===== config.mk =====
export PLATFORM = sky130hd
export DESIGN_NAME = program_loader
export DESIGN_NICKNAME = d
export VERILOG_FILES = /design/src/rtl/program_loader.sv
export SDC_FILE = /design/constraint.sdc
export NUM_CORES = 1
export LEC_CHECK = 0
export BUFFER_PORTS_ARGS = -buffer_cell sky130_fd_sc_hd__buf_2
export CORE_MARGIN = 4
export CORE_UTILIZATION = 38
export CTS_BUF_LIST = sky130_fd_sc_hd__clkbuf_8
export DETAILED_ROUTE_END_ITERATION = 10
export PLACE_DENSITY = 0.73
export SETUP_SLACK_MARGIN = 0.02
export SLEW_MARGIN = 0
export SYNTH_ARGS = -nofsm -noshare
export SYNTH_HDL_FRONTEND = slang
export SYNTH_SLANG_ARGS = --single-unit

===== constraint.sdc =====
create_clock -name i_clk -period 2.05 [get_ports i_clk]
set_input_delay 0 -clock i_clk [delete_from_list [all_inputs] [get_ports i_clk]]
set_output_delay 0 -clock i_clk [all_outputs]
set_load 0.02 [all_outputs]

===== src/rtl/program_loader.sv =====
// Loads a RAM image one byte at a time from a valid/ready byte source.
// It can zero-fill the addresses above the last loaded byte and stalls the CPU for the whole session.
module program_loader (
    input  logic       i_clk,
    input  logic       i_rst,
    input  logic       i_start,
    input  logic [3:0] i_last_addr,
    input  logic       i_fill_en,
    input  logic       i_abort,
    input  logic [7:0] i_data_in,
    input  logic       i_data_valid,
    output logic       o_data_ready,
    output logic [7:0] o_ram_prog_data,
    output logic [3:0] o_addr_out,
    output logic       o_ram_prog_n,
    output logic       o_wr_prog,
    output logic       o_cpu_hold,
    output logic       o_busy,
    output logic       o_done
);

    typedef enum logic [2:0] {
        S_IDLE,
        S_LOAD,
        S_WRITE,
        S_FILL,
        S_FINISH
    } state_t;

    state_t     r_state;
    state_t     w_next_state;
    logic [3:0] r_count;
    logic [3:0] w_next_count;
    logic [7:0] r_data;
    logic [7:0] w_next_data;
    logic [3:0] r_last;
    logic [3:0] w_next_last;
    logic       r_fill;
    logic       w_next_fill;

    always_ff @(posedge i_clk or posedge i_rst) begin
        if (i_rst) begin
            r_state <= S_IDLE;
            r_count <= 4'd0;
            r_data  <= 8'h00;
            r_last  <= 4'd0;
            r_fill  <= 1'b0;
        end else begin
            r_state <= w_next_state;
            r_count <= w_next_count;
            r_data  <= w_next_data;
            r_last  <= w_next_last;
            r_fill  <= w_next_fill;
        end
    end

    // Session parameters are only captured on the IDLE->LOAD transition, so later changes are ignored.
    always_comb begin
        w_next_state = r_state;
        w_next_count = r_count;
        w_next_data  = r_data;
        w_next_last  = r_last;
        w_next_fill  = r_fill;
        case (r_state)
            S_IDLE: begin
                if (i_start) begin
                    w_next_state = S_LOAD;
                    w_next_count = 4'd0;
                    w_next_last  = i_last_addr;
                    w_next_fill  = i_fill_en;
                end
            end
            S_LOAD: begin
                if (i_abort) begin
                    w_next_state = S_IDLE;
                end else if (i_data_valid) begin
                    w_next_data  = i_data_in;
                    w_next_state = S_WRITE;
                end
            end
            S_WRITE: begin
                if (i_abort) begin
                    w_next_state = S_IDLE;
                end else if (r_count < r_last) begin
                    w_next_count = r_count + 4'd1;
                    w_next_state = S_LOAD;
                end else if (r_fill && (r_count != 4'hF)) begin
                    w_next_count = r_count + 4'd1;
                    w_next_data  = 8'h00;
                    w_next_state = S_FILL;
                end else begin
                    w_next_state = S_FINISH;
                end
            end
            S_FILL: begin
                // The counter parks at 15 rather than wrapping back to address 0.
                if (i_abort) begin
                    w_next_state = S_IDLE;
                end else if (r_count == 4'hF) begin
                    w_next_state = S_FINISH;
                end else begin
                    w_next_count = r_count + 4'd1;
                end
            end
            S_FINISH: begin
                w_next_state = S_IDLE;
            end
            default: begin
                w_next_state = S_IDLE;
            end
        endcase
    end

    assign o_data_ready    = (r_state == S_LOAD);
    assign o_wr_prog       = (r_state == S_WRITE) || (r_state == S_FILL);
    assign o_done          = (r_state == S_FINISH);
    assign o_busy          = (r_state != S_IDLE);
    assign o_cpu_hold      = o_busy;
    assign o_ram_prog_n    = ~o_busy;
    assign o_addr_out      = r_count;
    assign o_ram_prog_data = r_data;

endmodule


# Word level (Yosys, flattened, before mapping)
# Index checks and enable logic that the tools add are counted.
# word_totals
reg_bits	20
inputBits	18
out_inout_bits	18
wordCells	57
# op_classes
n_addsub	1
magnitude_cmp	1
n_eq_ne	17
muxes	22
bitwise_logic	1
reduce_logical	10
# op_table
operator	count
$mux W8	5
$mux W3	8
$mux W4	6
$ne A2 B2 Y1 const B	8
$pmux W8 S2	1
$pmux W3 S4	1
$pmux W4 S3	1
$reduce_and A6 Y1	2
$ne A3 B3 Y1 const B	3
$eq A3 B2 Y1 const B	2
$reduce_bool A3 Y1	2
$add A4 B1 Y4 const B	1
$eq A4 B4 Y1 const B	1
$lt A4 B4 Y1	1
$ne A4 B4 Y1 const B	1
$eq A3 B1 Y1 const B	1
$eq A3 B3 Y1 const B	1
$logic_not A3 Y1	1
$reduce_and A3 Y1	1
$reduce_and A2 Y1	1
$reduce_bool A2 Y1	1
$logic_and A1 B1 Y1	1
$logic_or A1 B1 Y1	1
$not A1 Y1	1

# Logic depth before layout (Yosys ltp)
# Gate-level depths: netlist (run 1).
# logic_depth
ltp_word	6
ltp_mapped	8
depth_no_buf	7

# Worst setup path after synthesis (run 1)
# No wires, ideal clock.
# synth_timing
path_type	reg2reg
startpoint	register r_count[1] (netlist: o_addr_out[1])
endpoint	register r_data[0] (netlist: o_ram_prog_data[0])
setup_ps	121
t_arrival_ps	1743
t_required_ps	1929
setup_slack_ps	186
path_stages_with_launch	7
path_buffers	0
cell_sequence	dfrtp_1 > ha_1 > nand3_1 > a21o_1 > a211oi_2 > o21ai_2 > a22o_1
# synth_via
elab_chain_cells	4
# synth_rtl
item	line	source
start, declared	32	logic [3:0] r_count;
start signal, assigned	50	r_count <= w_next_count;
branches (longest 3 deep; another with $lt A4 B4 Y1)	n/a	
$reduce_and A6 Y1 (no source line) *	n/a	
end signal, assigned	51	r_data <= w_next_data;
end, declared	34	logic [7:0] r_data;
# Mark *: on every way between the ends.
# A chain may end at the register's enable or synchronous reset.

# Worst setup path after layout (run 1)
# layout_timing
startpoint	register r_count[1] (netlist: o_addr_out[1])
endpoint	register r_data[3] (netlist: o_ram_prog_data[3])
# Same word-level chain as after synthesis.

==> results.sh, run 1 <==
export IMPL_synth_xor_area_share_pct=0
export IMPL_final_common_cell="buf_2"
export IMPL_root_buffer="clkbuf_8"
export IMPL_gp_congestion=0.834
export IMPL_finalCritPeriodShare_pct=92.9
export IMPL_rsz0062_at_grt="no"
export IMPL_finalMaxSlewViolations=0
export IMPL_clock_latency_ns=0.26
export IMPL_antenna_found_initial=0
export IMPL_nFillCells=251
export IMPL_start_util_pct=40.3
export IMPL_drt_wl_total_mm=2.58
export IMPL_worstMarginPinSlew_ns=0.722
export IMPL_synth_compound_area_share_pct=22.5
export IMPL_synth_cell_types=37
export IMPL_fin_hold_ws_ns=0.129
export IMPL_postSynthAreaPerCell_sq_um=10.2
export IMPL_ys_warn_count=0
export IMPL_p_total_mw=2.30
export IMPL_synthesis_instances=110
export IMPL_nets=183
export IMPL_setup_viol=0
export IMPL_hold_class="primary input to register"
export IMPL_vias_per_cell=5.21
export IMPL_required_ns=2.25
export IMPL_cts_tree="done"
export IMPL_die_y_microns=62.3
export IMPL_synth_seq_cells=20
export IMPL_drv_cap=0
export IMPL_h_tree_depth=1
export IMPL_relSlewSlack_pct=51.8
export IMPL_muxShareOfSynthArea_pct=0
export IMPL_grt_pass1_vias=1021
export IMPL_startpoint_type="register"
export IMPL_syn_nets=132
export IMPL_grt_max_degree=21
export IMPL_drtAntennaViolNets=0
export IMPL_design_core_area_sq_um=2780
export IMPL_num_vias=995
export IMPL_post_cts_buffers=0
export IMPL_p_per_area_nw_per_um2=1510
export IMPL_synthAdderAreaFrac_pct=4.47
export IMPL_syn_to_final_growth_pct=36.0
export IMPL_routedWlPerCell_microns=13.5
export IMPL_final_cell_area_sq_um=1520
export IMPL_p_leak_nw=0.741
export IMPL_die_area_sq_um=3880
export IMPL_end_kind="register"
export IMPL_worstPathArrival_ns=2.11
export IMPL_final_cell_mix="buf_2, dfrtp_1, nand2_1, dlygate4sd3_1, a22o_1"
export IMPL_drc=0
export IMPL_path_max_fanout=9
export IMPL_finalHoldViolations=0
export IMPL_grt_pass1_wl_mm=4.53
export IMPL_fmax_ghz=0.525
export IMPL_place_area_sq_um=1310
export IMPL_path_class="register to register"
export IMPL_clock_path_buffers=2
export IMPL_port_buffers=35
export IMPL_drtPass1Iterations=4
export IMPL_grt_overflow=0
export IMPL_layout_drive_gt1_share_pct=33.1
export IMPL_pin_count=36
export IMPL_clock_sinks=20
export IMPL_antenna_cells=0
export IMPL_final_setup_tns_ns=0
export IMPL_clkTransAtPathRegs_ns=0.08
export IMPL_finalCriticalPeriod_ns=1.90
export IMPL_cts_buffers=3
export IMPL_status="completed"
export IMPL_first_iter_violations=17
export IMPL_dp_hpwl_mm=1.93
export IMPL_skew_ns=0.00280
export IMPL_synth_top_family_by_area="compound AO/OA/AOI/OAI gates"
export IMPL_num_rows=19
export IMPL_grt_usage_pct=14.2
export IMPL_synth_simple_area_share_pct=21.7
export IMPL_seq_area_frac_synth_pct=44.7
export IMPL_netlist_area_sq_um=1120
export IMPL_post_cts_resized=0
export IMPL_die_x_microns=62.3
export IMPL_peakVddDrop_mv=1.30
-- synth_stat cells, drive strengths merged --
library cell	count	share of area (%)
nand3	4	1.8
a21o	2	1.3
and2	2	1.3
nand3b	1	0.67
o311ai	2	2.2
a21oi	3	1.7
nor2	5	1.7
a211oi	1	1.1
nand4	1	0.56
o22ai	2	1.1
or3	1	1.0
nor4b	1	1.3
buf	4	3.4
nand2	16	5.4
o21a	2	1.3
nor2b	2	1.1
o31ai	1	0.67
nor3b	4	3.7
o21ai	7	3.5
nor4	1	1.1
a22o	8	6.3
nor3	2	0.89
a2111oi	2	3.2
inv	8	2.7
ha	4	4.5
clkbuf	2	0.67
dfrtp	20	45
nand2b	2	1.1
-- routing by layer --
metal | vias to the layer above | share of wire, % | track usage, %
met5 | - | 0 | 0
met1 | 462 | 43 | 16.6
li1 | 493 | - | -
met4 | 0 | 1.3 | 3.98
met2 | 34 | 50 | 24.9
met3 | 6 | 5.6 | 4.32
-- worst paths after layout --
check / from / endpoint / slack (ns) / depth (start not counted)
worst max-delay path: o_addr_out[1] / o_ram_prog_data[3] / 0.15 / 5
worst min-delay path: i_abort / r_state[0] / 0.13 / 3
worst max register to register: o_addr_out[1] / o_ram_prog_data[3] / 0.15 / 5
worst min register to register: o_ram_prog_data[6] / o_ram_prog_data[6] / 0.51 / 1
max in group asynchronous: i_rst / r_state[1] / 1.19 / 3
min in group asynchronous: i_rst / o_ram_prog_data[0] / 0.41 / 3
-- state kept, by name, summed over array words and instances (netlist names) --
register         flops
o_addr_out           4
o_ram_prog_data      8
r_state              3
r_fill               1
r_last               4
-- cell families after synthesis --
group,after synthesis
simple gates,42
compound gates,30
flops,20
buf+inv,14
fa+ha+maj,4
-- worst max-delay path: stages (launching register included) --
cell	delay, ns
dfrtp_1	0.43
ha_1	0.34
a2111oi_4	0.40
nor4_2	0.12
o21ai_2	0.34
a22o_1	0.21
-- per-stage QoR --
stage	setup slack, ns	std cells	util (%)
floorplan	0.186	110	-
global placement	0.234	173	47.1
detailed placement	0.147	173	47.1
CTS	0.131	191	54.7
global route	0.0428	191	54.7
finish	0.145	191	54.7
-- area by class of cell --
cell class / count / area, sq um / area share [%]
timing repair buffer: 52 / 338 / 22.2
inverter: 8 / 30.0 / 1.97
multi-input combinational: 76 / 544 / 35.7
tap: 31 / 38.8 / 2.55
clock inverter: 1 / 30.0 / 1.97
clock buffer: 3 / 41.3 / 2.71
sequential: 20 / 500 / 32.9
-- power by group --
group          internal, mW  switching [mW]
combinational         0.507           0.685
sequential            0.566           0.143
clock                 0.261           0.135
-- what timing repair did --
| action | 4_1_cts | 5_1_grt |
|---|---|---|
| hold buffers | 14 | 0 |
| endpoints found under the hold margin | 33 | 0 |
| endpoints found under the setup margin | 0 | 0 |
No activity file was read; power rests on OpenSTA's default activity.
==> inputs of run 2 (changes only) <==
CAP_MARGIN = 10   (was not set)
clock period = 1.8 ns   (was 2.05 ns; I/O delays follow)
==> results.sh, run 2 (synthesis results as in run 1) <==
export IMPL_p_per_area_nw_per_um2=1700
export IMPL_crit_chain="ha_1 -> o21a_1 -> nor2_4 -> nor4_4 -> o21ai_2 -> buf_6 -> a22o_1"
export IMPL_final_setup_tns_ns=0
export IMPL_relSlewSlack_pct=49.3
export IMPL_use_met2_pct=28.2
export IMPL_start_util_pct=40.3
export IMPL_antenna_cells=0
export IMPL_clock_sinks=20
export IMPL_final_cell_mix="buf_2, dfrtp_1, nand2_1, buf_4, dlygate4sd3_1"
export IMPL_dp_slack_ns=-0.0312
export IMPL_grt_pass1_vias=1126
export IMPL_cts_tree="done"
export IMPL_worstMarginPinSlew_ns=0.760
export IMPL_peakVddDrop_mv=1.13
export IMPL_drtPass1Iterations=4
export IMPL_die_area_sq_um=3880
export IMPL_dp_cells=180
export IMPL_nets=196
export IMPL_met1_usage_pct=17.8
export IMPL_setup_viol=0
export IMPL_dp_hpwl_mm=2.03
export IMPL_drtAntennaViolNets=0
export IMPL_skew_ns=0.00392
export IMPL_endpoint="o_ram_prog_data[4]"
export IMPL_finalMaxSlewViolations=0
export IMPL_nFillCells=219
export IMPL_finalCritPeriodShare_pct=96.5
export IMPL_finalHoldViolations=0
export IMPL_cp_startpoint="o_addr_out[3]"
export IMPL_vias_per_cell=5.21
export IMPL_die_y_microns=62.3
export IMPL_clock_path_buffers=2
export IMPL_cp_depth=7
export IMPL_root_buffer="clkbuf_8"
export IMPL_clock_latency_ns=0.26
export IMPL_p_leak_nw=0.811
export IMPL_grt_overflow=0
export IMPL_rr_endpoint="o_ram_prog_data[4]"
export IMPL_grt_max_degree=21
export IMPL_drt_wl_total_mm=2.92
export IMPL_cts_buffers=3
export IMPL_final_cell_area_sq_um=1690
export IMPL_setup_ws_ns=0.0632
export IMPL_grt_use_met3_pct=3.42
export IMPL_drc=0
export IMPL_fmax_ghz=0.576
export IMPL_gp_congestion=0.800
export IMPL_crit_family="compound AO/OA/AOI/OAI gates"
export IMPL_r2r_slack_ns=0.06
export IMPL_worstHoldStart="i_abort"
export IMPL_layout_drive_gt1_share_pct=45.1
export IMPL_clkTransAtPathRegs_ns=0.07
export IMPL_regToRegStartpoint="o_addr_out[3]"
export IMPL_routedWlPerCell_microns=14.3
export IMPL_drv_cap=0
export IMPL_finalNonFillerCells=204
export IMPL_final_common_cell="buf_2"
export IMPL_port_buffers=35
export IMPL_slowest_delay_ns=0.42
export IMPL_end_kind="register"
export IMPL_place_area_sq_um=1370
export IMPL_worstPathArrival_ns=1.89
export IMPL_syn_to_final_growth_pct=50.9
export IMPL_reg2reg_depth=7
export IMPL_finalCriticalPeriod_ns=1.74
export IMPL_largest_register_ffs=8
export IMPL_status="completed"
export IMPL_busiest_layer="met2"
export IMPL_first_iter_violations=21
export IMPL_design_core_area_sq_um=2780
export IMPL_h_tree_depth=1
export IMPL_path_max_fanout=9
export IMPL_pin_count=36
export IMPL_die_x_microns=62.3
export IMPL_cp_slowest_cell="dfrtp_1"
export IMPL_hold_class="primary input to register"
export IMPL_startpoint_type="register"
export IMPL_path_buf_inv=1
export IMPL_num_rows=19
export IMPL_num_vias=1063
export IMPL_antenna_found_initial=0
export IMPL_required_ns=1.95
export IMPL_rsz0062_at_grt="yes"
export IMPL_path_class="register to register"
export IMPL_grt_usage_pct=15.5
export IMPL_grt_pass1_wl_mm=5.02
==> run 2: cell types whose count changed in the layout (fill, tap and decap cells not counted), sizes merged <==
cell    change
bufinv      -1
buf        +13
clkbuf      +1
==> run 2: cell type report <==
| class | count | area (sq um) | area share [%] |
|---|---|---|---|
| flip-flops and latches | 20 | 504 | 29.8 |
| inverters | 8 | 32.5 | 1.92 |
| multi-input cells | 76 | 621 | 36.7 |
| well taps | 31 | 38.8 | 2.29 |
| clock buffers | 4 | 55.1 | 3.26 |
| repair buffers | 65 | 439 | 26.0 |
==> run 2: worst min path at each step <==
stage / endpoint / slack (ns) / cells past startpoint
2_1_floorplan: o_addr_out[2] / -0.04 / 1
3_3_place_gp: r_fill / 0.17 / 2
3_5_place_dp: r_state[1] / 0.18 / 2
4_1_cts: r_state[0] / 0.14 / 3
5_1_grt: r_state[0] / 0.15 / 3
6_report: r_state[0] / 0.15 / 3
==> run 2: routing by layer <==
metal / part of all wire, % / up-vias / routed length [microns]
met4: 1.2 / 0 / 35
met3: 4.4 / 5 / 130
met1: 42 / 510 / 1230
met2: 52 / 30 / 1530
met5: 0 / - / 0
li1: - / 518 / -
==> run 2: stage by stage <==
stage	util, %	power (mW)	hold slack, ns
after CTS	59.6	2.82	0.143
after floorplan	-	1.84	-0.0363
after detailed placement	49.2	2.23	0.176
after global routing	60.8	3.07	0.149
final	60.8	2.87	0.147
after global placement	49.2	2.18	0.166
==> run 2: tightest hold or removal path, cell delays in order <==
cell and delay [ns]:
buf_2 0.14, nor3_1 0.07, a21o_1 0.17
==> run 2: where the power goes <==
group | internal, mW | switching [mW]
Combinational | 0.787 | 0.917
Sequential | 0.652 | 0.174
Clock | 0.195 | 0.150
==> run 2: timing repair <==
action | CTS | global route
pin swaps | 4 | 6
gates resized for setup | 8 | 7
buffers inserted | 5 | 1
endpoints found under the setup margin | 10 | 15
endpoints found under the hold margin | 33 | 0
hold buffers | 14 | 0
